--- src/rtl/display_pkg.sv ---
// Shared constants and types for the four-digit seven-segment scanner.
// Segment patterns are active-low, ordered {g,f,e,d,c,b,a}.
package display_pkg;

    localparam int NUM_DIGITS = 4;

    localparam logic [6:0] SEG_0     = 7'b1000000;
    localparam logic [6:0] SEG_1     = 7'b1111001;
    localparam logic [6:0] SEG_2     = 7'b0100100;
    localparam logic [6:0] SEG_3     = 7'b0110000;
    localparam logic [6:0] SEG_4     = 7'b0011001;
    localparam logic [6:0] SEG_5     = 7'b0010010;
    localparam logic [6:0] SEG_6     = 7'b0000010;
    localparam logic [6:0] SEG_7     = 7'b1111000;
    localparam logic [6:0] SEG_8     = 7'b0000000;
    localparam logic [6:0] SEG_9     = 7'b0010000;
    localparam logic [6:0] SEG_DASH  = 7'b0111111;
    localparam logic [6:0] SEG_BLANK = 7'b1111111;

    typedef enum logic {
        BLANK = 1'b0,
        SCAN  = 1'b1
    } state_t;

endpackage

--- src/rtl/bcd_to_seg.sv ---
// Combinational BCD nibble to active-low segment decoder.
// Non-decimal nibbles render as a dash; the blank flag overrides everything.
module bcd_to_seg
    import display_pkg::*;
(
    input  logic [3:0] nibble,
    input  logic       blank,
    output logic [6:0] seg
);

    always_comb begin
        seg = SEG_BLANK;
        if (!blank) begin
            case (nibble)
                4'd0:    seg = SEG_0;
                4'd1:    seg = SEG_1;
                4'd2:    seg = SEG_2;
                4'd3:    seg = SEG_3;
                4'd4:    seg = SEG_4;
                4'd5:    seg = SEG_5;
                4'd6:    seg = SEG_6;
                4'd7:    seg = SEG_7;
                4'd8:    seg = SEG_8;
                4'd9:    seg = SEG_9;
                default: seg = SEG_DASH;
            endcase
        end
    end

endmodule

--- src/rtl/bcd_sevenseg_scan.sv ---
// Latches packed BCD on bcd_vld and scans it onto a 4-digit common-anode display,
// committing new values only at frame boundaries. Optional macro: LEADING_ZERO_BLANK_EN.
module bcd_sevenseg_scan
    import display_pkg::*;
#(
    parameter int REFRESH_DIV  = 100000,
    parameter int GUARD_CYCLES = 1000
) (
    input  logic        clk,
    input  logic        rst_n,
    input  logic [15:0] bcd_in,
    input  logic        bcd_vld,
    output logic [3:0]  an,
    output logic [6:0]  seg,
    output logic        dp,
    output logic        frame_tick
);

    localparam int PW = $clog2(REFRESH_DIV);
    localparam logic [PW-1:0] PRESC_LAST = PW'(REFRESH_DIV - 1);
    localparam logic [PW-1:0] GUARD_END  = PW'(GUARD_CYCLES);

    state_t          state_reg, state_next;
    logic [PW-1:0]   presc_reg, presc_next;
    logic [1:0]      idx_reg, idx_next;
    logic [15:0]     disp_reg, disp_next;
    logic [15:0]     shadow_reg, shadow_next;
    logic            pending_reg, pending_next;
    logic [3:0]      an_reg, an_next;
    logic [6:0]      seg_reg, seg_next;
    logic            frame_tick_reg, frame_tick_next;

    logic            frame_end;
    logic [3:0]      cur_nibble;
    logic            cur_blank;
    logic [6:0]      dec_seg;

    assign frame_end = (state_reg == SCAN) && (presc_reg == PRESC_LAST) && (idx_reg == 2'd3);
    assign cur_nibble = disp_reg[idx_reg*4 +: 4];

`ifdef LEADING_ZERO_BLANK_EN
    // upper_zero[k]: digit k and everything above it are zero
    logic [NUM_DIGITS-1:0] upper_zero;
    genvar gi;
    generate
        for (gi = 0; gi < NUM_DIGITS; gi++) begin : g_upper_zero
            assign upper_zero[gi] = (disp_reg[15:4*gi] == '0);
        end
    endgenerate
    assign cur_blank = (idx_reg != 2'd0) && upper_zero[idx_reg];
`else
    assign cur_blank = 1'b0;
`endif

    bcd_to_seg u_dec (
        .nibble (cur_nibble),
        .blank  (cur_blank),
        .seg    (dec_seg)
    );

    always_comb begin
        state_next   = state_reg;
        presc_next   = presc_reg;
        idx_next     = idx_reg;
        disp_next    = disp_reg;
        shadow_next  = shadow_reg;
        pending_next = pending_reg;
        case (state_reg)
            BLANK: begin
                presc_next = '0;
                idx_next   = 2'd0;
                if (bcd_vld) begin
                    disp_next  = bcd_in;
                    state_next = SCAN;
                end
            end
            SCAN: begin
                if (presc_reg == PRESC_LAST) begin
                    presc_next = '0;
                    idx_next   = idx_reg + 2'd1;
                end else begin
                    presc_next = presc_reg + 1'b1;
                end
                // a strobe landing on the frame edge bypasses the shadow entirely
                if (frame_end) begin
                    if (bcd_vld) begin
                        disp_next    = bcd_in;
                        pending_next = 1'b0;
                    end else if (pending_reg) begin
                        disp_next    = shadow_reg;
                        pending_next = 1'b0;
                    end
                end else if (bcd_vld) begin
                    shadow_next  = bcd_in;
                    pending_next = 1'b1;
                end
            end
            default: begin
                state_next = BLANK;
                presc_next = '0;
                idx_next   = 2'd0;
            end
        endcase
    end

    always_comb begin
        an_next  = 4'b1111;
        seg_next = SEG_BLANK;
        if (state_reg == SCAN && presc_reg >= GUARD_END) begin
            an_next  = ~(4'b0001 << idx_reg);
            seg_next = dec_seg;
        end
        frame_tick_next = (state_next == SCAN) && (presc_next == PRESC_LAST) && (idx_next == 2'd3);
    end

    always_ff @(posedge clk or negedge rst_n) begin
        if (!rst_n) begin
            state_reg      <= BLANK;
            presc_reg      <= '0;
            idx_reg        <= 2'd0;
            disp_reg       <= '0;
            shadow_reg     <= '0;
            pending_reg    <= 1'b0;
            an_reg         <= 4'b1111;
            seg_reg        <= SEG_BLANK;
            frame_tick_reg <= 1'b0;
        end else begin
            state_reg      <= state_next;
            presc_reg      <= presc_next;
            idx_reg        <= idx_next;
            disp_reg       <= disp_next;
            shadow_reg     <= shadow_next;
            pending_reg    <= pending_next;
            an_reg         <= an_next;
            seg_reg        <= seg_next;
            frame_tick_reg <= frame_tick_next;
        end
    end

    assign an         = an_reg;
    assign seg        = seg_reg;
    assign dp         = 1'b1;
    assign frame_tick = frame_tick_reg;

endmodule

--- config.mk ---
export PLATFORM = sky130hd
export DESIGN_NAME = bcd_sevenseg_scan
export DESIGN_NICKNAME = d
export VERILOG_FILES = /design/src/rtl/display_pkg.sv /design/src/rtl/bcd_to_seg.sv /design/src/rtl/bcd_sevenseg_scan.sv
export SDC_FILE = /design/constraint.sdc
export NUM_CORES = 1
export LEC_CHECK = 0
export CORE_MARGIN = 2
export CORE_UTILIZATION = 57
export CTS_CLUSTER_DIAMETER = 200
export DETAILED_ROUTE_END_ITERATION = 8
export PLACE_DENSITY = 0.77
export SKIP_LAST_GASP = 1
export SYNTH_ARGS = -nofsm -noshare
export SYNTH_HDL_FRONTEND = slang
export SYNTH_SLANG_ARGS = --single-unit
export TNS_END_PERCENT = 100
--- constraint.sdc ---
create_clock -name clk -period 3.25 [get_ports clk]
set_input_delay 0.65 -clock clk [delete_from_list [all_inputs] [get_ports clk]]
set_output_delay 0.65 -clock clk [all_outputs]
set_load 0.005 [all_outputs]
==> impl_results.md <==
- Status: complete, no violations
- Initial antenna violation count: 0
- Num CTS Buffers: 9
- CP Capture Type: flip-flop
- Largest register FFs: 17
- Most common cell after layout, fill and taps aside: dfrtp_1
- Clk sink count: between 60 and 70
- H-Tree Level Count: 3
- Post-CTS Resized: 0
- Count of different cell masters after synthesis: 48
- Synth Warn #: 0
- Setup repair bufs after CTS: 0
- Final Worst Setup Slack: 0.7317 ns
- Core area: between 5000 and 6000 um^2
- Area grow syn2layout: 17.08%
- Vias in the first global route: around 2.3k
- Setup crit start kind: flip-flop
- Clk_lat worst skew: roughly 0.35 ns
- Tot GR Track Use: 0.2165
- Ys flop type: dfrtp_1
- Clock buffer depth: 2
- Row cnt: 28
- Global route overflow: 0
- CTS tree: built
- Number of antenna diodes: 0
- Via density: approximately 5.7
- Pwr Density: around 530 nW/um^2
- VDD IR max: a little under 0.0003 V
- Routed length per instance: 15.92 um
- Syn Inst Count: ~290
- Dpl ws: ~0.75 ns
- # DRC: 0
- Syn avg cell area: 11.66 um^2
- Clock-pin slew on the worst setup and hold paths: around 0.080 ns
- Final nets: approximately 350
- RSZ-0062 raised after global routing: no
- F_max: between 0.3 and 0.4 GHz
- Final slew viol count: 0
- Tmin final: roughly 2.5 ns
- Die H: approximately 81 um
- # hold bufs at CTS: 0
- WP data arrival: around 2.8 ns
- CP required: 3.48 ns
- Worst-Margin Slew: about 0.8 ns
- Fin. Hold Viols: 0
- First-pass GRT wire length: around 11000 um
- Slew HR: 0.4690
- Final Instance Area: around 3900 um^2
- WHS: between 0.4 and 0.5 ns
- Hold crit path type: in2async
- First-pass iteration count of the detailed router: 4
- Sequential area share after synthesis: 0.4868
- IO Port Bufs: 30
- Root Buffer Master: clkbuf_8
- DP Area: between 3000 and 4000 um^2
- Initial drt markers: approximately 130
- Lkg Pwr: approximately 1.6 nW
- DIE AREA: roughly 6500 um^2
- R2r setup slk: 0.73 ns
- Kind of critical path: reg2reg
- Via count: approximately 2.3k
- I/O pin count: 32
- Synth Register Bits: 65
- Post-synthesis instance area: 3369 um^2
- Clock skew: ~0.011 ns
- Largest net degree at the start of global routing: between 60 and 70
- Final Setup Violations: 0
- CP Max Fanout: 16
- Commonest non-fill, non-tap cells in the layout: dfrtp_1, mux2_2, clkdlybuf4s50_1
- Initial Utilization: 0.5794
- Detailed Route WL: 6400 um
- Die width: around 80 um
- EDFF count, synth: 0
- Post-DRT Antenna Nets: 0
- Async S/R FF share, synth: 1.000
- Setup tns final: 0 ns
- Syn nets: approximately 320
- Fraction of layout cells with a size suffix above 1: 0.2905
- HPWL after detailed placement: 4321 um
- GP Congestion: 0.8795
- Final worst path period share: 0.7749
- # Max-Cap Violations: 0
- FILL cells: approximately 440
## routing by layer
| layer | wire length, um | GRT usage |
|---|---|---|
| met1 | 2801 | 0.2676 |
| met2 | 3167 | 0.3645 |
| met3 | 293 | 0.04000 |
| met4 | 137 | 0.1085 |
| met5 | 0 | 0 |
## cells by family after synthesis
kind of cell | count (synthesis) | share of synthesized area
AND/OR/NAND/NOR | 89 | 0.1474
flip-flops | 65 | 0.4868
multiplexers | 56 | 0.1990
buffers and inverters | 28 | 0.03936
AO/OA/AOI/OAI | 25 | 0.04902
XOR/XNOR | 14 | 0.03639
adder cells (fa/ha/maj) | 11 | 0.04085
other | 1 | 0.001113
## cell type report
class                      count  area (um^2)  area share
tap                           75        93.84     0.02379
sequential                    65         1640      0.4158
inverter                      13        48.80     0.01237
clock inverter                 7        93.84     0.02379
multi-input combinational    196         1597      0.4047
timing repair buffer          37        347.8     0.08817
clock buffer                   9        123.9     0.03140
## worst max-delay path: stages (launching register included)
cell	delay, ns
dfrtp_1	0.47
ha_1	0.36
nand4_1	0.31
nor4_4	0.40
nand2_2	0.10
a21oi_2	0.13
buf_4	0.24
mux2_2	0.36
## Yosys cell counts (2+ instances only)
master    instances  area, um^2
dfrtp_1          54        1351
a211o_1           2       17.52
o21ai_0           7       35.03
buf_6             3       33.78
nand2b_1          3       18.77
dfstp_2          11       289.0
mux2_2           48       540.5
mux4_2            4       90.09
nor2b_1           2       12.51
xor2_1            6       52.55
nor3b_1           2       15.01
or3_1             2       12.51
mux2i_1           4       40.04
nor4_1            3       18.77
xnor2_1           8       70.07
or2_2             2       12.51
ha_1             11       137.6
nand4b_1          3       26.28
clkbuf_1         10       37.54
nand2_1          15       56.30
o31a_1            2       17.52
nand3b_1          2       15.01
nor3_1            5       25.02
inv_1            13       48.80
nand4_1           6       37.54
and2_1            2       12.51
and4b_1           2       20.02
nor2_1           25       93.84
nand3_1           8       40.04
a21oi_1           6       30.03
## final timing paths
path | startpoint | endpoint | depth (start not counted)
max in group asynchronous | rst_n | presc_reg[4] | 2
min in group clk | disp_reg[11] | disp_reg[11] | 1
min | rst_n | shadow_reg[5] | 2
max reg2reg | presc_reg[0] | disp_reg[3] | 7
min reg2reg | disp_reg[11] | disp_reg[11] | 1
max | presc_reg[0] | disp_reg[3] | 7
## power by group
part	switching [mW]	internal, mW	leakage, nW	total [mW]
registers	0.0950	0.899	0.786	0.994
clock network	0.328	0.432	0.107	0.760
logic	0.155	0.164	0.735	0.319
total	0.578	1.49	1.63	2.07
## through the flow
stage / total power [mW] / std cells / util
finish: 2.073 / 402 / 0.6784
global route: 2.176 / 402 / 0.6784
CTS: 2.087 / 402 / 0.6784
detailed placement: 1.324 / 386 / 0.6409
global placement: 1.308 / 386 / 0.6409
floorplan: 1.221 / 289 / -
Power figures use the tool's default switching activity.
